===== config.mk =====
export PLATFORM = sky130hd
export DESIGN_NAME = branch_predictor_unit
export DESIGN_NICKNAME = d
export VERILOG_FILES = /design/src/rtl/branch_predictor_unit.sv
export SDC_FILE = /design/constraint.sdc
export NUM_CORES = 2
export LEC_CHECK = 0
export ABC_AREA = 1
export CORE_MARGIN = 10
export CORE_UTILIZATION = 34
export DETAILED_ROUTE_END_ITERATION = 10
export HOLD_SLACK_MARGIN = 0.05
export PLACE_DENSITY = 0.54
export SLEW_MARGIN = 25
export SYNTH_ARGS = -nofsm -noshare
export SYNTH_HDL_FRONTEND = slang
export SYNTH_SLANG_ARGS = --single-unit

===== constraint.sdc =====
create_clock -name CLK -period 4 [get_ports CLK]
set_input_delay 0.8 -clock CLK [delete_from_list [all_inputs] [get_ports CLK]]
set_output_delay 0.8 -clock CLK [all_outputs]
set_load 0.005 [all_outputs]

===== src/rtl/branch_predictor_unit.sv =====
// ---------------------------------------------------------------------------
// branch_predictor_unit
//
// Purpose:
//   Predicts fetch direction and target with a direct-mapped branch history
//   table (BHT) of saturating counters and a direct-mapped branch target
//   buffer (BTB). Execute reports each resolved instruction back. The unit
//   trains both tables, checks the report against the prediction the
//   pipeline carried down, and issues a registered one-cycle redirect on a
//   mispredict.
//
// Ports:
//   CLK, nRST          clock (rising edge), asynchronous active-low reset
//   fetch_pc           PC being fetched this cycle
//   pred_taken         predicted taken (combinational from fetch_pc)
//   pred_target        predicted next PC (combinational from fetch_pc)
//   res_*              resolution report from execute (one per cycle max)
//   redirect_en        registered one-cycle mispredict flush/redirect pulse
//   redirect_addr      registered correct next PC (holds between redirects)
//   perf_branches      saturating count of resolved branches and jumps
//   perf_mispredicts   saturating count of mispredicts
// ---------------------------------------------------------------------------
module branch_predictor_unit #(
    parameter int ADDR_WIDTH  = 32,
    parameter int BHT_ENTRIES = 64,
    parameter int BTB_ENTRIES = 16,
    parameter int CNT_WIDTH   = 2,
    parameter int PERF_WIDTH  = 32
) (
    input  logic                  CLK,
    input  logic                  nRST,
    input  logic [ADDR_WIDTH-1:0] fetch_pc,
    output logic                  pred_taken,
    output logic [ADDR_WIDTH-1:0] pred_target,
    input  logic                  res_valid,
    input  logic [ADDR_WIDTH-1:0] res_pc,
    input  logic                  res_is_branch,
    input  logic                  res_is_jump,
    input  logic                  res_taken,
    input  logic [ADDR_WIDTH-1:0] res_target,
    input  logic                  res_pred_taken,
    input  logic [ADDR_WIDTH-1:0] res_pred_target,
    output logic                  redirect_en,
    output logic [ADDR_WIDTH-1:0] redirect_addr,
    output logic [PERF_WIDTH-1:0] perf_branches,
    output logic [PERF_WIDTH-1:0] perf_mispredicts
);

    localparam int BHT_IW = $clog2(BHT_ENTRIES);
    localparam int BTB_IW = $clog2(BTB_ENTRIES);
    localparam int TAG_W  = ADDR_WIDTH - BTB_IW - 2;

    // Counters come out of reset weakly not-taken.
    localparam logic [CNT_WIDTH-1:0] CNT_INIT = CNT_WIDTH'((2 ** (CNT_WIDTH - 1)) - 1);
    localparam logic [CNT_WIDTH-1:0] CNT_MAX  = '1;
    localparam logic [ADDR_WIDTH-1:0] PC_STEP = ADDR_WIDTH'(4);

    // Table state
    logic [CNT_WIDTH-1:0]  bht_q        [BHT_ENTRIES];
    logic [CNT_WIDTH-1:0]  bht_d        [BHT_ENTRIES];
    logic [BTB_ENTRIES-1:0] btb_valid_q, btb_valid_d;
    logic [TAG_W-1:0]      btb_tag_q    [BTB_ENTRIES];
    logic [TAG_W-1:0]      btb_tag_d    [BTB_ENTRIES];
    logic [ADDR_WIDTH-1:0] btb_target_q [BTB_ENTRIES];
    logic [ADDR_WIDTH-1:0] btb_target_d [BTB_ENTRIES];
    logic [BTB_ENTRIES-1:0] btb_jump_q, btb_jump_d;

    logic                  redirect_en_q, redirect_en_d;
    logic [ADDR_WIDTH-1:0] redirect_addr_q, redirect_addr_d;
    logic [PERF_WIDTH-1:0] perf_branches_q, perf_branches_d;
    logic [PERF_WIDTH-1:0] perf_mispredicts_q, perf_mispredicts_d;

    // Prediction lookup (reads pre-update state; no bypass)
    logic [BHT_IW-1:0] f_bht_idx;
    logic [BTB_IW-1:0] f_btb_idx;
    logic [TAG_W-1:0]  f_tag;
    logic              f_hit;

    assign f_bht_idx = fetch_pc[BHT_IW+1:2];
    assign f_btb_idx = fetch_pc[BTB_IW+1:2];
    assign f_tag     = fetch_pc[ADDR_WIDTH-1:BTB_IW+2];
    assign f_hit     = btb_valid_q[f_btb_idx] && (btb_tag_q[f_btb_idx] == f_tag);

    assign pred_taken  = f_hit && (btb_jump_q[f_btb_idx] || bht_q[f_bht_idx][CNT_WIDTH-1]);
    assign pred_target = pred_taken ? btb_target_q[f_btb_idx] : fetch_pc + PC_STEP;

    // Resolution
    logic [BHT_IW-1:0]     r_bht_idx;
    logic [BTB_IW-1:0]     r_btb_idx;
    logic [TAG_W-1:0]      r_tag;
    logic                  r_ctrl;
    logic                  r_act;
    logic                  r_mis;
    logic [ADDR_WIDTH-1:0] r_next;

    assign r_bht_idx = res_pc[BHT_IW+1:2];
    assign r_btb_idx = res_pc[BTB_IW+1:2];
    assign r_tag     = res_pc[ADDR_WIDTH-1:BTB_IW+2];
    assign r_ctrl    = res_is_branch || res_is_jump;
    assign r_act     = res_is_jump || (res_is_branch && res_taken);
    assign r_next    = r_act ? res_target : res_pc + PC_STEP;
    assign r_mis     = (res_pred_taken != r_act) ||
                       (r_act && (res_pred_target != res_target));

    always_comb begin
        bht_d              = bht_q;
        btb_valid_d        = btb_valid_q;
        btb_tag_d          = btb_tag_q;
        btb_target_d       = btb_target_q;
        btb_jump_d         = btb_jump_q;
        redirect_en_d      = 1'b0;
        redirect_addr_d    = redirect_addr_q;
        perf_branches_d    = perf_branches_q;
        perf_mispredicts_d = perf_mispredicts_q;

        if (res_valid) begin
            redirect_en_d = r_mis;
            if (r_mis) begin
                redirect_addr_d = r_next;
            end

            // A jump with the branch flag also set is treated purely as a jump.
            if (res_is_branch && !res_is_jump) begin
                if (res_taken) begin
                    if (bht_q[r_bht_idx] != CNT_MAX) begin
                        bht_d[r_bht_idx] = bht_q[r_bht_idx] + CNT_WIDTH'(1);
                    end
                end else if (bht_q[r_bht_idx] != '0) begin
                    bht_d[r_bht_idx] = bht_q[r_bht_idx] - CNT_WIDTH'(1);
                end
            end

            if (r_act) begin
                btb_valid_d[r_btb_idx]  = 1'b1;
                btb_tag_d[r_btb_idx]    = r_tag;
                btb_target_d[r_btb_idx] = res_target;
                btb_jump_d[r_btb_idx]   = res_is_jump;
            end else if (!r_ctrl && btb_valid_q[r_btb_idx] &&
                         ((btb_tag_q[r_btb_idx] == r_tag) || res_pred_taken)) begin
                // A non-control instruction that hit, or that fetch steered
                // away from, means this slot is stale for the aliasing PC.
                btb_valid_d[r_btb_idx] = 1'b0;
            end

            if (r_ctrl && (perf_branches_q != '1)) begin
                perf_branches_d = perf_branches_q + PERF_WIDTH'(1);
            end
            if (r_mis && (perf_mispredicts_q != '1)) begin
                perf_mispredicts_d = perf_mispredicts_q + PERF_WIDTH'(1);
            end
        end
    end

    always_ff @(posedge CLK or negedge nRST) begin
        if (!nRST) begin
            for (int i = 0; i < BHT_ENTRIES; i++) begin
                bht_q[i] <= CNT_INIT;
            end
            for (int i = 0; i < BTB_ENTRIES; i++) begin
                btb_tag_q[i]    <= '0;
                btb_target_q[i] <= '0;
            end
            btb_valid_q        <= '0;
            btb_jump_q         <= '0;
            redirect_en_q      <= 1'b0;
            redirect_addr_q    <= '0;
            perf_branches_q    <= '0;
            perf_mispredicts_q <= '0;
        end else begin
            bht_q              <= bht_d;
            btb_valid_q        <= btb_valid_d;
            btb_tag_q          <= btb_tag_d;
            btb_target_q       <= btb_target_d;
            btb_jump_q         <= btb_jump_d;
            redirect_en_q      <= redirect_en_d;
            redirect_addr_q    <= redirect_addr_d;
            perf_branches_q    <= perf_branches_d;
            perf_mispredicts_q <= perf_mispredicts_d;
        end
    end

    assign redirect_en      = redirect_en_q;
    assign redirect_addr    = redirect_addr_q;
    assign perf_branches    = perf_branches_q;
    assign perf_mispredicts = perf_mispredicts_q;

endmodule


==> impl_summary.log <==
INFO  metric outcome = finished with violations
INFO  metric violations = negative setup slack
INFO  metric cts.sinks = 1185
INFO  metric timing.max_cap.violations = 0
INFO  metric ant_nets = 0
INFO  metric fp.dieArea = between 200000 and 250000 sq um
INFO  metric path_max_fanout = 9
INFO  metric muxShareOfSynthArea = 0.000159
INFO  metric die_h = between 400 and 500 microns
INFO  metric synth_top_family_by_area = simple AND/OR/NAND/NOR gates
INFO  metric syn-mean-instance-area = approximately 7.4 sq um
INFO  metric synth_compound_area_frac = 0.198
INFO  metric crit_path_cell_trace = buf_16, buf_16, buf_12, buf_6, a21oi_2, o21ai_1, nand3_1, nand3_2, buf_6, nand3_2, nand2_1, inv_1, nand2_1, nor2_2, nand2_2, nor2_4, nand2_2, buf_12, buf_6, clkbuf_16, o21ai_2, inv_1, buf_2
INFO  metric worst-endpoint-arrival = approximately 3.5 ns
INFO  metric yosys_warnings = 0
INFO  metric ios = between 200 and 300
INFO  metric post_synth_instance_area = between 60000 and 70000 sq um
INFO  metric max_freq = between 0.2 and 0.25 GHz
INFO  metric power = about 37 mW
INFO  metric wirelength = 286000 microns
INFO  metric worst_hold_path_type = in2async
INFO  metric postSynthNetCount = roughly 8700
INFO  metric fraction_of_registers_with_async_set_reset = 1.00
INFO  metric vias = between 60000 and 70000
INFO  metric synth_fa_ha_area_frac = 0.00179
INFO  metric vias_in_the_first_global_route = just under 60000
INFO  metric synth_top_area_cell = sky130_fd_sc_hd__dfrtp_1
INFO  metric critPathCaptureType = output pin
INFO  metric fp.dieW = between 400 and 500 microns
INFO  metric crit_type = in2out
INFO  metric cell_variety_after_synth = 52
INFO  metric start_kind = input pin
INFO  metric post_route_cells_drive_above_1_share = 0.140
INFO  metric detailedPlace.worstSlack = -1.14 ns
INFO  metric worstSkewPairLatency = ~0.85 ns
INFO  metric clock_tree.htree_level_count = 4
INFO  metric critical_path.slowest_cell = sky130_fd_sc_hd__buf_16
INFO  metric layout.filler_cells = between 15000 and 20000
INFO  metric ir_worst_vdd = 0.000364 V
INFO  metric skew = 0.0894 ns
INFO  metric count_of_final_hold_check_violations = 0
INFO  metric power.density_cell_area = ~470 nW/um^2
INFO  metric cts_root_buf = sky130_fd_sc_hd__clkbuf_16
INFO  metric worst-endpoint-required = 3.20 ns
INFO  metric fin_hold_ws = around 0.48 ns
INFO  metric final-setup-viol-count = 33
INFO  metric flow.area_growth_from_synthesis = 25.7%
INFO  metric fp.coreArea = between 150000 and 200000 sq um
INFO  metric cellLeakagePower = 36.7 nW
INFO  metric antenna_found_initial = 3
INFO  metric cts_max_path_buffers = 3
INFO  metric synth_sequential_area_ratio = 0.472
INFO  metric dominantRegCellSynth = sky130_fd_sc_hd__dfrtp_1
INFO  metric detailedPlacementHpwl = between 150000 and 200000 microns
INFO  metric number_of_enable_flip_flop_cells_after_synthesis = 0
INFO  metric path_common_cell = sky130_fd_sc_hd__buf_6
INFO  metric worst-r2r-setup-slack = between 0.9 and 1 ns
INFO  metric period_share = 1.06
INFO  metric count_of_port_buffers_added_during_placement = about 260
INFO  metric dr.pass1.iters = 6
INFO  metric gr-total-overflow = 0
INFO  metric clk_pin_slew = roughly 0.06 ns
INFO  metric ff_latch_area = between 20000 and 30000 sq um
INFO  metric ff2ff_path_depth = 16
INFO  metric drt_iter0_drc = 7529
INFO  metric clock_tree_from_tritoncts = yes
INFO  metric grt_pass1_wl = 417000 microns
INFO  metric floorplan.rows = around 160
INFO  metric number_of_flip_flops_and_latches_in_the_synthesized_netlist = between 1000 and 1500
INFO  metric post_drt_via_cell_ratio = around 5.5
INFO  metric worst_path_dominant_cell_family = buffers and inverters
INFO  metric synth-xor-area-share = 0.0150
INFO  metric cpPeakStageDelay = 0.18 ns
INFO  metric final.min_clock_period = between 4 and 5 ns
INFO  metric gpl.final_weighted_congestion = roughly 1
INFO  metric max_slew.worst_pin.slew = roughly 1.1 ns
INFO  metric max-slew-margin-rel = 0.293
INFO  metric synth_top_cells_by_area = sky130_fd_sc_hd__dfrtp_1 45%, sky130_fd_sc_hd__nand2_1 14%, sky130_fd_sc_hd__o21ai_0 13%
INFO  metric postSynthCellCount = between 8000 and 9000
INFO  metric dpl.cell_count = 11200
INFO  metric groute.usage.overall = 0.271
INFO  metric crit_buf_inv = 11
INFO  metric grt_start_max_net_pins = between 150 and 200
INFO  metric synthDominantCellAreaShare = 0.446
INFO  metric remaining_drc_errors = 0
INFO  metric layout.nets = 9093
INFO  metric initial_core_utilization = 0.343
INFO  metric wire_length_per_cell_after_detailed_routing = 24.8 microns
INFO  metric max_slew_violation_total_from_the_final_report = 0
INFO  metric numCtsBuffers = ~140
INFO  metric grt_setup_unrepaired = yes
INFO  metric final_cells = between 10000 and 15000
INFO  metric multi_input_area = ~29000 sq um
INFO  metric synthSimpleGateAreaFrac = 0.237
INFO  metric setup_ws = -0.248 ns
-- layout make-up --
cell class | count | area share
Inverter | 551 | 0.0268
Clock inverter | 58 | 0.0120
Sequential cell | 1185 | 0.376
Multi-Input combinational cell | 6132 | 0.369
Timing Repair Buffer | 936 | 0.124
Clock buffer | 205 | 0.0535
Antenna cell | 4 | 0.000126
Tap cell | 2464 | 0.0389
-- flip-flops by register name, summed over array words and instances, names as in the netlist, named ones only --
| signal | cells |
|---|---|
| bht_q | 64 |
| btb_target_q | 512 |
| btb_tag_q | 416 |
| btb_jump_q | 16 |
| redirect_en | 1 |
| perf_mispredicts | 32 |
| perf_branches | 32 |
| redirect_addr | 32 |
-- worst register-to-register path, delay by kind of cell (launching register included) --
kind / cells / cell delay, ns
compound gates: 3 / 0.65
fa+ha+maj: 1 / 0.23
buf+inv: 4 / 0.63
flops: 1 / 0.52
mux: 1 / 0.20
simple gates: 7 / 0.71
-- worst max path at each step --
stage | from | endpoint | slack [ns] | depth (start not counted)
3_3_place_gp | fetch_pc[5] | pred_target[31] | -1.22 | 20
3_5_place_dp | fetch_pc[5] | pred_target[31] | -1.14 | 18
5_1_grt | fetch_pc[2] | pred_target[29] | -0.33 | 21
4_1_cts | fetch_pc[2] | pred_target[29] | -0.18 | 23
6_report | fetch_pc[2] | pred_target[29] | -0.25 | 23
2_1_floorplan | res_pc[2] | bht_q[3]$_DFFE_PN0P_ | 0.26 | 16
-- kinds of logic after synthesis --
group,count (synthesis)
DFF,1185
buffers and inverters,1192
xor gates and xnor gates,108
AOI/OAI and AO/OA,2297
adders and majority gates,9
and+or+nand+nor,3717
muxes,1
-- through the flow --
stage	util	TNS, ns	instance area (sq um)
3_3_place_gp	0.394	-147.62	72300
4_1_cts	0.427	-3.64	78400
5_1_grt	0.431	-7.35	79200
2_1_floorplan	-	0	63000
3_5_place_dp	0.394	-143.85	72300
6_report	0.431	-4.35	79200
-- placed cells by master, fill, tap and decap left out, types with 16 or more instances in the layout --
cell type | synthesis | routed
sky130_fd_sc_hd__a21oi_1 | 239 | 230
sky130_fd_sc_hd__buf_12 | 0 | 129
sky130_fd_sc_hd__buf_16 | 0 | 16
sky130_fd_sc_hd__buf_2 | 175 | 23
sky130_fd_sc_hd__buf_4 | 18 | 479
sky130_fd_sc_hd__buf_6 | 7 | 40
sky130_fd_sc_hd__clkbuf_1 | 417 | 20
sky130_fd_sc_hd__clkbuf_16 | 0 | 152
sky130_fd_sc_hd__clkbuf_8 | 0 | 42
sky130_fd_sc_hd__clkdlybuf4s50_1 | 0 | 220
sky130_fd_sc_hd__clkinv_2 | 0 | 20
sky130_fd_sc_hd__dfrtp_1 | 1121 | 1121
sky130_fd_sc_hd__dfstp_2 | 64 | 64
sky130_fd_sc_hd__inv_1 | 526 | 506
sky130_fd_sc_hd__inv_2 | 10 | 27
sky130_fd_sc_hd__nand2_1 | 2419 | 2367
sky130_fd_sc_hd__nand2_2 | 3 | 35
sky130_fd_sc_hd__nand2_4 | 0 | 19
sky130_fd_sc_hd__nand3_1 | 401 | 373
sky130_fd_sc_hd__nand3_2 | 1 | 25
sky130_fd_sc_hd__nand4_1 | 38 | 38
sky130_fd_sc_hd__nor2_1 | 715 | 688
sky130_fd_sc_hd__nor2_2 | 10 | 22
sky130_fd_sc_hd__nor2_4 | 1 | 16
sky130_fd_sc_hd__nor3_1 | 50 | 49
sky130_fd_sc_hd__o211ai_1 | 155 | 155
sky130_fd_sc_hd__o21ai_0 | 1652 | 1591
sky130_fd_sc_hd__o21ai_1 | 9 | 57
sky130_fd_sc_hd__o221ai_1 | 44 | 44
sky130_fd_sc_hd__o22ai_1 | 119 | 118
sky130_fd_sc_hd__or2_2 | 46 | 46
sky130_fd_sc_hd__xor2_1 | 94 | 88
-- where the power goes --
group / internal (mW) / switching (mW)
Sequential: 14.3 / 1.57
Clock: 8.29 / 5.93
Combinational: 2.84 / 4.56
-- Yosys cell counts (all sizes together), types with 2 or more instances --
| master | count |
|---|---|
| nor2 | 726 |
| clkbuf | 417 |
| a32o | 13 |
| dfstp | 64 |
| nand2 | 2422 |
| o31ai | 12 |
| a22oi | 9 |
| inv | 537 |
| o221ai | 44 |
| a31oi | 13 |
| o2111ai | 2 |
| buf | 224 |
| a21o | 2 |
| a221oi | 10 |
| o41ai | 9 |
| a211oi | 2 |
| o21ai | 1661 |
| dfrtp | 1121 |
| or2 | 47 |
| or3 | 2 |
| xor2 | 94 |
| ha | 9 |
| nand3b | 9 |
| clkinv | 14 |
| o2bb2ai | 3 |
| nand4 | 38 |
| nor3 | 54 |
| nand3 | 403 |
| o211ai | 155 |
| nor4 | 15 |
| xnor2 | 14 |
| a21oi | 240 |
| o22ai | 119 |
-- per-layer routing --
| layer | vias to the layer above | routed length [microns] | GRT usage |
|---|---|---|---|
| met1 | 30600 | 119000 | 0.362 |
| li1 | 28900 | - | - |
| met5 | - | 0 | 0 |
| met3 | 641 | 22800 | 0.0457 |
| met2 | 2953 | 126000 | 0.415 |
| met4 | 0 | 19100 | 0.152 |
-- what timing repair did --
item	CTS	global route
endpoints found under the setup margin	37	163
resized for setup	266	167
hold buffers	1	0
pin swaps	43	23
buffers inserted	36	16
gates cloned	8	9
hold endpoints to repair	23	0
(Power assumes the default switching activity.)
